File: config.mk
export PLATFORM = sky130hd
export DESIGN_NAME = sram_wrapper
export DESIGN_NICKNAME = d
export VERILOG_FILES = /design/src/rtl/sram_wrapper.sv
export SDC_FILE = /design/constraint.sdc
export NUM_CORES = 1
export LEC_CHECK = 0
export ABC_AREA = 0
export CELL_PAD_IN_SITES_DETAIL_PLACEMENT = 0
export CELL_PAD_IN_SITES_GLOBAL_PLACEMENT = 2
export CORE_ASPECT_RATIO = 1.4
export CORE_MARGIN = 2
export CORE_UTILIZATION = 19
export CTS_BUF_LIST = sky130_fd_sc_hd__clkbuf_4 sky130_fd_sc_hd__clkbuf_8 sky130_fd_sc_hd__clkbuf_16
export DETAILED_ROUTE_END_ITERATION = 7
export PLACE_DENSITY = 0.86
export SLEW_MARGIN = 20
export SYNTH_ARGS = -nofsm -noshare
export SYNTH_HDL_FRONTEND = slang
export SYNTH_SLANG_ARGS = --single-unit
File: constraint.sdc
create_clock -name clk -period 4.2 [get_ports clk]
set_input_delay 0.84 -clock clk [delete_from_list [all_inputs] [get_ports clk]]
set_output_delay 0.84 -clock clk [all_outputs]
set_load 0.03 [all_outputs]
File: src/rtl/sram_wrapper.sv
// sram_wrapper: AXI-style slave that bridges one read or one write
// transaction at a time onto a single-port synchronous SRAM.
//
// Optional feature macro: SRAM_WRAPPER_BURST_EN
//   defined   -> INCR bursts of 1-16 beats (ARLEN/AWLEN honoured)
//   undefined -> every transaction is single-beat, RLAST=1 on every read
//
// Ports
//   clk, rst                         clock, synchronous active-high reset
//   AR* (in) / ARREADY (out)         read-address channel
//   R*  (out) / RREADY (in)          read-data channel
//   AW* (in) / AWREADY (out)         write-address channel
//   W*  (in) / WREADY (out)          write-data channel
//   B*  (out) / BREADY (in)          write-response channel
//   CEB, WEB, A, DI (out), DO (in)   SRAM port; DO is valid the cycle
//                                    after a read access
//
// state   | meaning
// --------+-----------------------------------------------------------
// IDLE    | waiting for AW or AR; AW wins when both are valid
// RD_ACC  | SRAM read access for the current word address
// RD_DATA | R beat presented; waits for RREADY
// WR_DATA | accepting W beats, one SRAM write per W handshake
// WR_RESP | B response presented; waits for BREADY
module sram_wrapper #(
  parameter int ADDR_W = 14
) (
  input  logic              clk,
  input  logic              rst,
  // read address
  input  logic [7:0]        ARID,
  input  logic [31:0]       ARADDR,
  input  logic [3:0]        ARLEN,
  input  logic [2:0]        ARSIZE,
  input  logic [1:0]        ARBURST,
  input  logic              ARVALID,
  output logic              ARREADY,
  // read data
  output logic [7:0]        RID,
  output logic [31:0]       RDATA,
  output logic [1:0]        RRESP,
  output logic              RLAST,
  output logic              RVALID,
  input  logic              RREADY,
  // write address
  input  logic [7:0]        AWID,
  input  logic [31:0]       AWADDR,
  input  logic [3:0]        AWLEN,
  input  logic [2:0]        AWSIZE,
  input  logic [1:0]        AWBURST,
  input  logic              AWVALID,
  output logic              AWREADY,
  // write data
  input  logic [31:0]       WDATA,
  input  logic [3:0]        WSTRB,
  input  logic              WLAST,
  input  logic              WVALID,
  output logic              WREADY,
  // write response
  output logic [7:0]        BID,
  output logic [1:0]        BRESP,
  output logic              BVALID,
  input  logic              BREADY,
  // SRAM
  output logic              CEB,
  output logic [3:0]        WEB,
  output logic [ADDR_W-1:0] A,
  output logic [31:0]       DI,
  input  logic [31:0]       DO
);

  typedef enum logic [2:0] {
    IDLE    = 3'd0,
    RD_ACC  = 3'd1,
    RD_DATA = 3'd2,
    WR_DATA = 3'd3,
    WR_RESP = 3'd4
  } state_t;

  localparam logic [1:0] RESP_OKAY   = 2'b00;
  localparam logic [1:0] RESP_SLVERR = 2'b10;

  state_t            state_q, state_d;
  logic [7:0]        id_q, id_d;
  logic [ADDR_W-1:0] addr_q, addr_d;
  logic [3:0]        len_q, len_d;     // beats remaining after the current one
  logic [31:0]       rdata_q, rdata_d;
  logic              rd_first_q, rd_first_d;
  logic [1:0]        bresp_q, bresp_d;

  // Size/burst type are ignored (always 32-bit INCR) and the byte-offset and
  // above-range address bits carry no information for a word SRAM.
  logic unused_inputs;
  assign unused_inputs = ^{ARSIZE, ARBURST, AWSIZE, AWBURST,
                           ARADDR[31:ADDR_W+2], ARADDR[1:0],
                           AWADDR[31:ADDR_W+2], AWADDR[1:0]
`ifndef SRAM_WRAPPER_BURST_EN
                           , ARLEN, AWLEN
`endif
                           };

  always_ff @(posedge clk) begin
    if (rst) begin
      state_q    <= IDLE;
      id_q       <= '0;
      addr_q     <= '0;
      len_q      <= '0;
      rdata_q    <= '0;
      rd_first_q <= 1'b0;
      bresp_q    <= RESP_OKAY;
    end else begin
      state_q    <= state_d;
      id_q       <= id_d;
      addr_q     <= addr_d;
      len_q      <= len_d;
      rdata_q    <= rdata_d;
      rd_first_q <= rd_first_d;
      bresp_q    <= bresp_d;
    end
  end

  always_comb begin
    state_d    = state_q;
    id_d       = id_q;
    addr_d     = addr_q;
    len_d      = len_q;
    rdata_d    = rdata_q;
    rd_first_d = 1'b0;
    bresp_d    = bresp_q;

    ARREADY = 1'b0;
    AWREADY = 1'b0;
    WREADY  = 1'b0;
    RVALID  = 1'b0;
    RLAST   = 1'b0;
    BVALID  = 1'b0;
    CEB     = 1'b1;
    WEB     = 4'hF;
    A       = '0;
    DI      = '0;

    unique case (state_q)
      IDLE: begin
        AWREADY = 1'b1;
        ARREADY = ~AWVALID;
        if (AWVALID) begin
          id_d    = AWID;
          addr_d  = AWADDR[ADDR_W+1:2];
`ifdef SRAM_WRAPPER_BURST_EN
          len_d   = AWLEN;
`else
          len_d   = '0;
`endif
          bresp_d = RESP_OKAY;
          state_d = WR_DATA;
        end else if (ARVALID) begin
          id_d    = ARID;
          addr_d  = ARADDR[ADDR_W+1:2];
`ifdef SRAM_WRAPPER_BURST_EN
          len_d   = ARLEN;
`else
          len_d   = '0;
`endif
          state_d = RD_ACC;
        end
      end

      RD_ACC: begin
        CEB        = 1'b0;
        A          = addr_q;
        rd_first_d = 1'b1;
        state_d    = RD_DATA;
      end

      RD_DATA: begin
        RVALID = 1'b1;
        RLAST  = (len_q == 4'd0);
        // DO is only guaranteed in the first RD_DATA cycle; capture it so the
        // beat stays stable through an RREADY stall.
        if (rd_first_q) rdata_d = DO;
        if (RREADY) begin
          if (len_q == 4'd0) begin
            state_d = IDLE;
          end else begin
            len_d   = len_q - 4'd1;
            addr_d  = addr_q + 1'b1;
            state_d = RD_ACC;
          end
        end
      end

      WR_DATA: begin
        WREADY = 1'b1;
        if (WVALID) begin
          CEB    = 1'b0;
          WEB    = ~WSTRB;
          A      = addr_q;
          DI     = WDATA;
          addr_d = addr_q + 1'b1;
          // An early WLAST truncates the burst; a missing one is flagged but
          // the burst still ends on the counted beat.
          if (WLAST || (len_q == 4'd0)) begin
            bresp_d = (WLAST && (len_q == 4'd0)) ? RESP_OKAY : RESP_SLVERR;
            state_d = WR_RESP;
          end else begin
            len_d = len_q - 4'd1;
          end
        end
      end

      WR_RESP: begin
        BVALID = 1'b1;
        if (BREADY) state_d = IDLE;
      end

      default: state_d = IDLE;
    endcase

    RID   = id_q;
    BID   = id_q;
    BRESP = bresp_q;
    RRESP = RESP_OKAY;
    RDATA = rd_first_q ? DO : rdata_q;

    // Reset is synchronous for the registers, but the handshake outputs are
    // also masked combinationally so nothing is offered while rst is high.
    if (rst) begin
      ARREADY = 1'b0;
      AWREADY = 1'b0;
      WREADY  = 1'b0;
      RVALID  = 1'b0;
      RLAST   = 1'b0;
      BVALID  = 1'b0;
      CEB     = 1'b1;
      WEB     = 4'hF;
      A       = '0;
      DI      = '0;
      RID     = '0;
      BID     = '0;
      BRESP   = RESP_OKAY;
      RDATA   = '0;
    end
  end

endmodule

==> reports/results.ini, run 1 <==
[global_route]
antenna_found_initial = 0
grt_overflow = 0
grt_pass1_wl_um = 23500
grt_usage_pct = 13.2
grt_max_degree = 47
grt_pass1_vias = 4431

[place]
dp_hpwl_um = 11100
io_buffers = 225
gp_congestion = 0.781

[route]
drtPass1Iterations = 7
drtIter0Drc = 181
viasPerCell = 4.53
wire_per_inst_um = 15.0
vias = 4545
drc = 0
antenna_left = 0
wirelength_um = 15000

[yosys]
yosysSeqAreaShare_pct = 30.8
synth_edf_count = 0
synth.area.top_cells = dfxtp_1, mux2i_1, nand2_1, and2_1, a21oi_1
synth.distinct_cells = 56
yosysMostFrequentCell = nand2_1
synth_cells = 544
ys_ff_latch = 63
synth_flop_cell = dfxtp_1
synth.largest_area_cell = dfxtp_1
synth_common_cells = nand2_1, dfxtp_1, nor2_1
syn_area_sq_um = 4100
synth_top_area_share_pct = 30.8
async_reset_ff_share_pct = 0
syn_area_per_cell_sq_um = 7.53
synth_warnings = 0

[pwr]
p_leak_nw = 2.45
p_comb_share_pct = 24.9
power_frac_seq_pct = 33.0
irDropWorstVdd_mv = 0.173
power_frac_clock_pct = 42.1
p_int_mw = 1.48
powerDensity_nw_per_um2 = 308
p_sw_mw = 0.604
p_total_mw = 2.09
p_sw_share_pct = 28.9

[floorplanning]
core_region_area_sq_um = 21200
rows = 63
die_w_um = 128
die-area_sq_um = 22800
start_util_pct = 19.3
ios = 283
die_height_um = 178

[worst_hold_path]
min_from = rdata_q[31]
hold_path_depth = 2
min_to = rdata_q[31]
hp-class = flip-flop to flip-flop

[cts]
cts_buffer_depth = 2
cts_buffers = 9
clk_latency_ns = 0.33
cts_tree = done
cts_hold_buf = 0
clock_sinks = 63
path_clk_slew_ns = 0.05
cts_setup_buffers = 0
clockRootBuffer = clkbuf_16
cts_resized = 0
cts-htree-levels = 3

[setup_path]
cp_cell_sequence = clkinv_1 > or2_2 > nor2_1 > clkdlybuf4s50_1
end_kind = output pin
r2r_cells = 4
critical_path_buf_inv_count = 2
required_ns = 3.36
max_stage_delay_ns = 0.73
crit_path_top_delay_cell = dfxtp_1
rrSetupSlack_ns = 2.13
cp.arrival_ns = 2.90
timing.rr.start = state_q[2]
crit_family = buffers and inverters
worstSetupPathType = flip-flop to output pin
critPathMaxFanout = 15
critPathLaunchType = flip-flop
r2r-end = state_q[2]

[timing]
finClkSkew_ns = 0.00729
whs_ns = 0.450
finalSetupTns_ns = 0
fin_crit_ns = 3.74
rsz0062_at_grt = no
fmax_mhz = 267
finalMaxSlewViolations = 0
setup_viol = 0
hold_viol_final = 0
worstMarginPinSlew_ns = 0.709
fin_crit_sh_pct = 89.1
max_slew_margin_pct = 52.6

[layout]
area_growth_pct = 65.1
diodes = 0
drive_gt1_share_pct = 9.83
nFillCells = 2255
final_util_pct = 31.9
fin_nets = 915

[flow_run]
cap_violations = 0

[outcome]
status = finished, final reports clean

## tightest hold or removal path: cells and delay by family (launching register included)
family,cells,cell delay [ns]
and+or+nand+nor,1,0.05
AOI/OAI and AO/OA,1,0.05
DFF,1,0.30
## area by class of cell
type	count	area (sq um)	area share [%]
clock buffer	10	239	3.53
clock inverter	6	108	1.59
inverter	10	37.5	0.555
multi-input combinational	417	2520	37.3
sequential	63	1260	18.7
tap	260	325	4.81
timing repair buffer	237	2270	33.5
## cell families (layout without fill, tap and decap cells)
family | count (synthesis) | in the layout | synth area share (%)
buffers and inverters | 66 | 263 | 7.76
AND/OR/NAND/NOR | 247 | 247 | 29.8
adder cells (fa/ha/maj) | 3 | 3 | 0.917
other | 1 | 3 | 0.0916
AO/OA/AOI/OAI | 110 | 110 | 17.4
flip-flops | 63 | 63 | 30.8
multiplexers | 54 | 54 | 13.3
## power by group through the flow
stage	clock network, mW	registers [mW]	logic, mW
2_1_floorplan	0	0.668	0.323
3_3_place_gp	0	0.700	0.523
6_report	0.879	0.688	0.519
3_5_place_dp	0	0.701	0.526
4_1_cts	0.909	0.688	0.527
5_1_grt	0.933	0.696	0.568
## sequential cells by signal, summed over array words and instances (netlist names)
register,flops
rdata_q,32
addr_q,14
id_q,8
len_q,4
state_q,3
bresp_q,1
rd_first_q,1
## routing by layer
metal  global-route usage (%)  vias to the layer above  part of all wire, %
li1                         -                     2257                    -
met1                     14.8                     2098                   41
met2                     24.8                      183                   52
met3                     2.56                        7                  6.1
met4                     3.80                        0                  1.1
met5                        0                        -                    0
## cell usage in the layout (no fill, tap or decap), types with 3 or more instances in the layout
cell type        instances
a31oi_1                  4
and2_1                  49
a21oi_1                 49
bufinv_16                3
nor2_1                  58
buf_4                   44
nor3_1                   9
clkdlybuf4s50_1        191
nor2b_1                 10
nand3_1                 11
nand2_1                 83
clkbuf_16                9
o211ai_1                 4
a211o_1                  3
ha_1                     3
nor4_1                   3
inv_1                    9
a211oi_1                11
dfxtp_1                 62
and4_1                   3
o31ai_1                  9
mux2i_1                 52
o21ai_0                 12
conb_1                   3
nand4_1                  6
## worst max-delay path by stage
stage,from,to,cells after the start
5_1_grt,state_q[2],BVALID,4
4_1_cts,state_q[2],BVALID,4
3_5_place_dp,WVALID,WEB[0],5
2_1_floorplan,AWVALID,ARREADY,3
3_3_place_gp,WVALID,WEB[0],5
6_report,state_q[2],BVALID,4
## through the flow
stage	setup WS [ns]	instances	instance area, sq um
floorplan	1.05	546	4100
global placement	0.618	987	6420
detailed placement	0.619	987	6420
CTS	0.416	1003	6760
global route	0.312	1003	6760
finish	0.457	1003	6760
(Power assumes the default switching activity.)
==> inputs of run 2 (changes only) <==
CAP_MARGIN = 20   (was default)
SLEW_MARGIN = 40   (was 20)
==> results of run 2 <==
Final layout, timing and power as in run 1 (identical DEF).
==> inputs of run 3 (changes only) <==
CORE_UTILIZATION = 16   (was 19)
PLACE_DENSITY = 0.77   (was 0.86)
clock period = 3.1 ns   (was 4.2 ns; I/O delays follow)
==> reports/results.ini, run 3 (synthesis gave the netlist of run 1 again) <==
[setup_path]
crit_path_top_delay_cell = clkdlybuf4s50_1
r2r_cells = 7  ; +3
worstSetupPathType = primary input to output pin
cpMostUsedCell = clkdlybuf4s50_1
max_stage_delay_ns = 0.60  ; -0.13 ns
end_kind = output pin
critPathLaunchType = primary input
cp_cell_sequence = clkdlybuf4s50_1 > inv_1 > nor3_4 > nand2_1 > clkdlybuf4s50_1
critPathMaxFanout = 6  ; -9
required_ns = 2.48  ; -0.88 ns
cp.arrival_ns = 2.27  ; -0.63 ns

[cts]
cts_buffers = 9  ; unchanged
clk_latency_ns = 0.34  ; about the same
cts_tree = done
cts_setup_buffers = 0  ; unchanged
clockRootBuffer = clkbuf_16
path_clk_slew_ns = 0.05  ; about the same
cts-htree-levels = 3  ; unchanged
cts_buffer_depth = 2  ; unchanged
clock_sinks = 63  ; unchanged

[floorplanning]
rows = 69  ; +9.5%
start_util_pct = 16.2  ; -3.1 points
die-area_sq_um = 26900  ; +18%
ios = 283  ; unchanged
die_height_um = 193  ; +8.8%
die_w_um = 139  ; +8.7%
core_region_area_sq_um = 25300  ; +19%

[flow_run]
cap_violations = 0  ; unchanged

[layout]
layout_common_cells = clkdlybuf4s50_1, nand2_1, buf_4
area_growth_pct = 66.8
fin_area_sq_um = 6830  ; +1.0%
final_cells = 1066  ; +6.3%
top_register = rdata_q
diodes = 0  ; unchanged
reg.largest.list = rdata_q x32, addr_q x14, id_q x8
mostFrequentLayoutCell = clkdlybuf4s50_1
fin_nets = 922  ; +0.77%
nFillCells = 2771  ; +23%
drive_gt1_share_pct = 12.4  ; +2.6 points
largest_reg_flops = 32  ; unchanged

[route]
viasPerCell = 4.22  ; -7.0%
wire_per_inst_um = 14.2  ; -5.2%
drc = 0  ; unchanged
vias = 4494  ; -1.1%
wirelength_um = 15200  ; +0.78%
antenna_left = 0  ; unchanged
drtPass1Iterations = 4  ; -3
drtIter0Drc = 177  ; -2.2%

[timing]
hold_viol_final = 0  ; unchanged
finClkSkew_ns = 0.00596  ; -0.00133 ns
setup_viol = 0  ; unchanged
finalMaxSlewViolations = 0  ; unchanged
rsz0062_at_grt = no
finalSetupTns_ns = 0  ; unchanged
fmax_mhz = 346
max_slew_margin_pct = 60.1  ; +7.5 points
fin_crit_sh_pct = 93.2
worstMarginPinSlew_ns = 0.598  ; -0.110 ns
fin_crit_ns = 2.89

[place]
placed_area_sq_um = 6550  ; +2.1%
dp_hpwl_um = 11200  ; +1.5%
dp_cells = 1053  ; +6.7%
gp_congestion = 0.771  ; -1.2%
io_buffers = 225  ; unchanged

[global_route]
grt_overflow = 0  ; unchanged
grt_pass1_wl_um = 24600  ; +4.5%
grt_usage_pct = 11.5  ; -1.7 points
grt_max_degree = 35  ; -26%
antenna_found_initial = 1  ; +1
grt_pass1_vias = 4577  ; +3.3%

[pwr]
powerDensity_nw_per_um2 = 382  ; +24%
p_leak_nw = 2.50  ; +2.0%
p_total_mw = 2.61  ; +25%
irDropWorstVdd_mv = 0.225  ; +30%

[outcome]
status = finished, final reports clean

[worst_hold_path]
hp-class = flip-flop to flip-flop
hold_path_depth = 2  ; unchanged

## run 3: changes by cell type in the layout (fill, tap and decap cells not counted), sizes merged
cell,change
clkinvlp,-1
buf,+23
clkbuf,+2
clkinv,-1
clkdlybuf4s50,-16
bufinv,-3
## run 3: per-layer routing
layer	vias up	wire, um	global-route usage, %
li1	2270	-	-
met1	2039	6330	13.3
met2	178	7850	20.8
met3	7	809	2.60
met4	0	176	3.82
met5	-	0	0
## run 3: timing repair
item | 4_1_cts | 5_1_grt
endpoints found under the hold margin | 0 | 0
hold buffers | 0 | 0
setup endpoints to repair | 0 | 13
gates resized for setup | 0 | 1
## run 3: final cells by class
| class | instances | area, sq um | area share, % |
|---|---|---|---|
| Clock inverter | 1 | 5.00 | 0.0733 |
| Tap cell | 319 | 399 | 5.84 |
| Timing Repair Buffer | 244 | 2330 | 34.1 |
| Clock buffer | 12 | 267 | 3.90 |
| Inverter | 10 | 37.5 | 0.550 |
| Sequential cell | 63 | 1260 | 18.5 |
| Multi-Input combinational cell | 417 | 2530 | 37.0 |
## run 3: per-stage QoR
step	util [%]	hold slack, ns	setup slack (ns)
finish	27.0	0.451	0.210
global route	27.0	0.467	0.0366
CTS	27.0	0.453	0.0977
detailed placement	25.9	0.446	0.0943
global placement	25.9	0.441	0.0896
floorplan	-	0.436	0.385
## run 3: where the power goes
group / switching (mW) / internal (mW)
logic: 0.378 / 0.354
clock network: 0.363 / 0.591
registers: 0.0592 / 0.862
## run 3: worst paths after layout
path / from / end / slack (ns)
setup reg to reg: len_q[0] / addr_q[4] / 1.02
setup / recovery: WVALID / WEB[2] / 0.21
hold / removal: rdata_q[30] / rdata_q[30] / 0.45
hold reg to reg: rdata_q[30] / rdata_q[30] / 0.45
## run 3: worst max-delay path: cells and delay by family
family | cells | cell delay (ns)
AND/OR/NAND/NOR | 2 | 0.39
buffers and inverters | 3 | 1.26
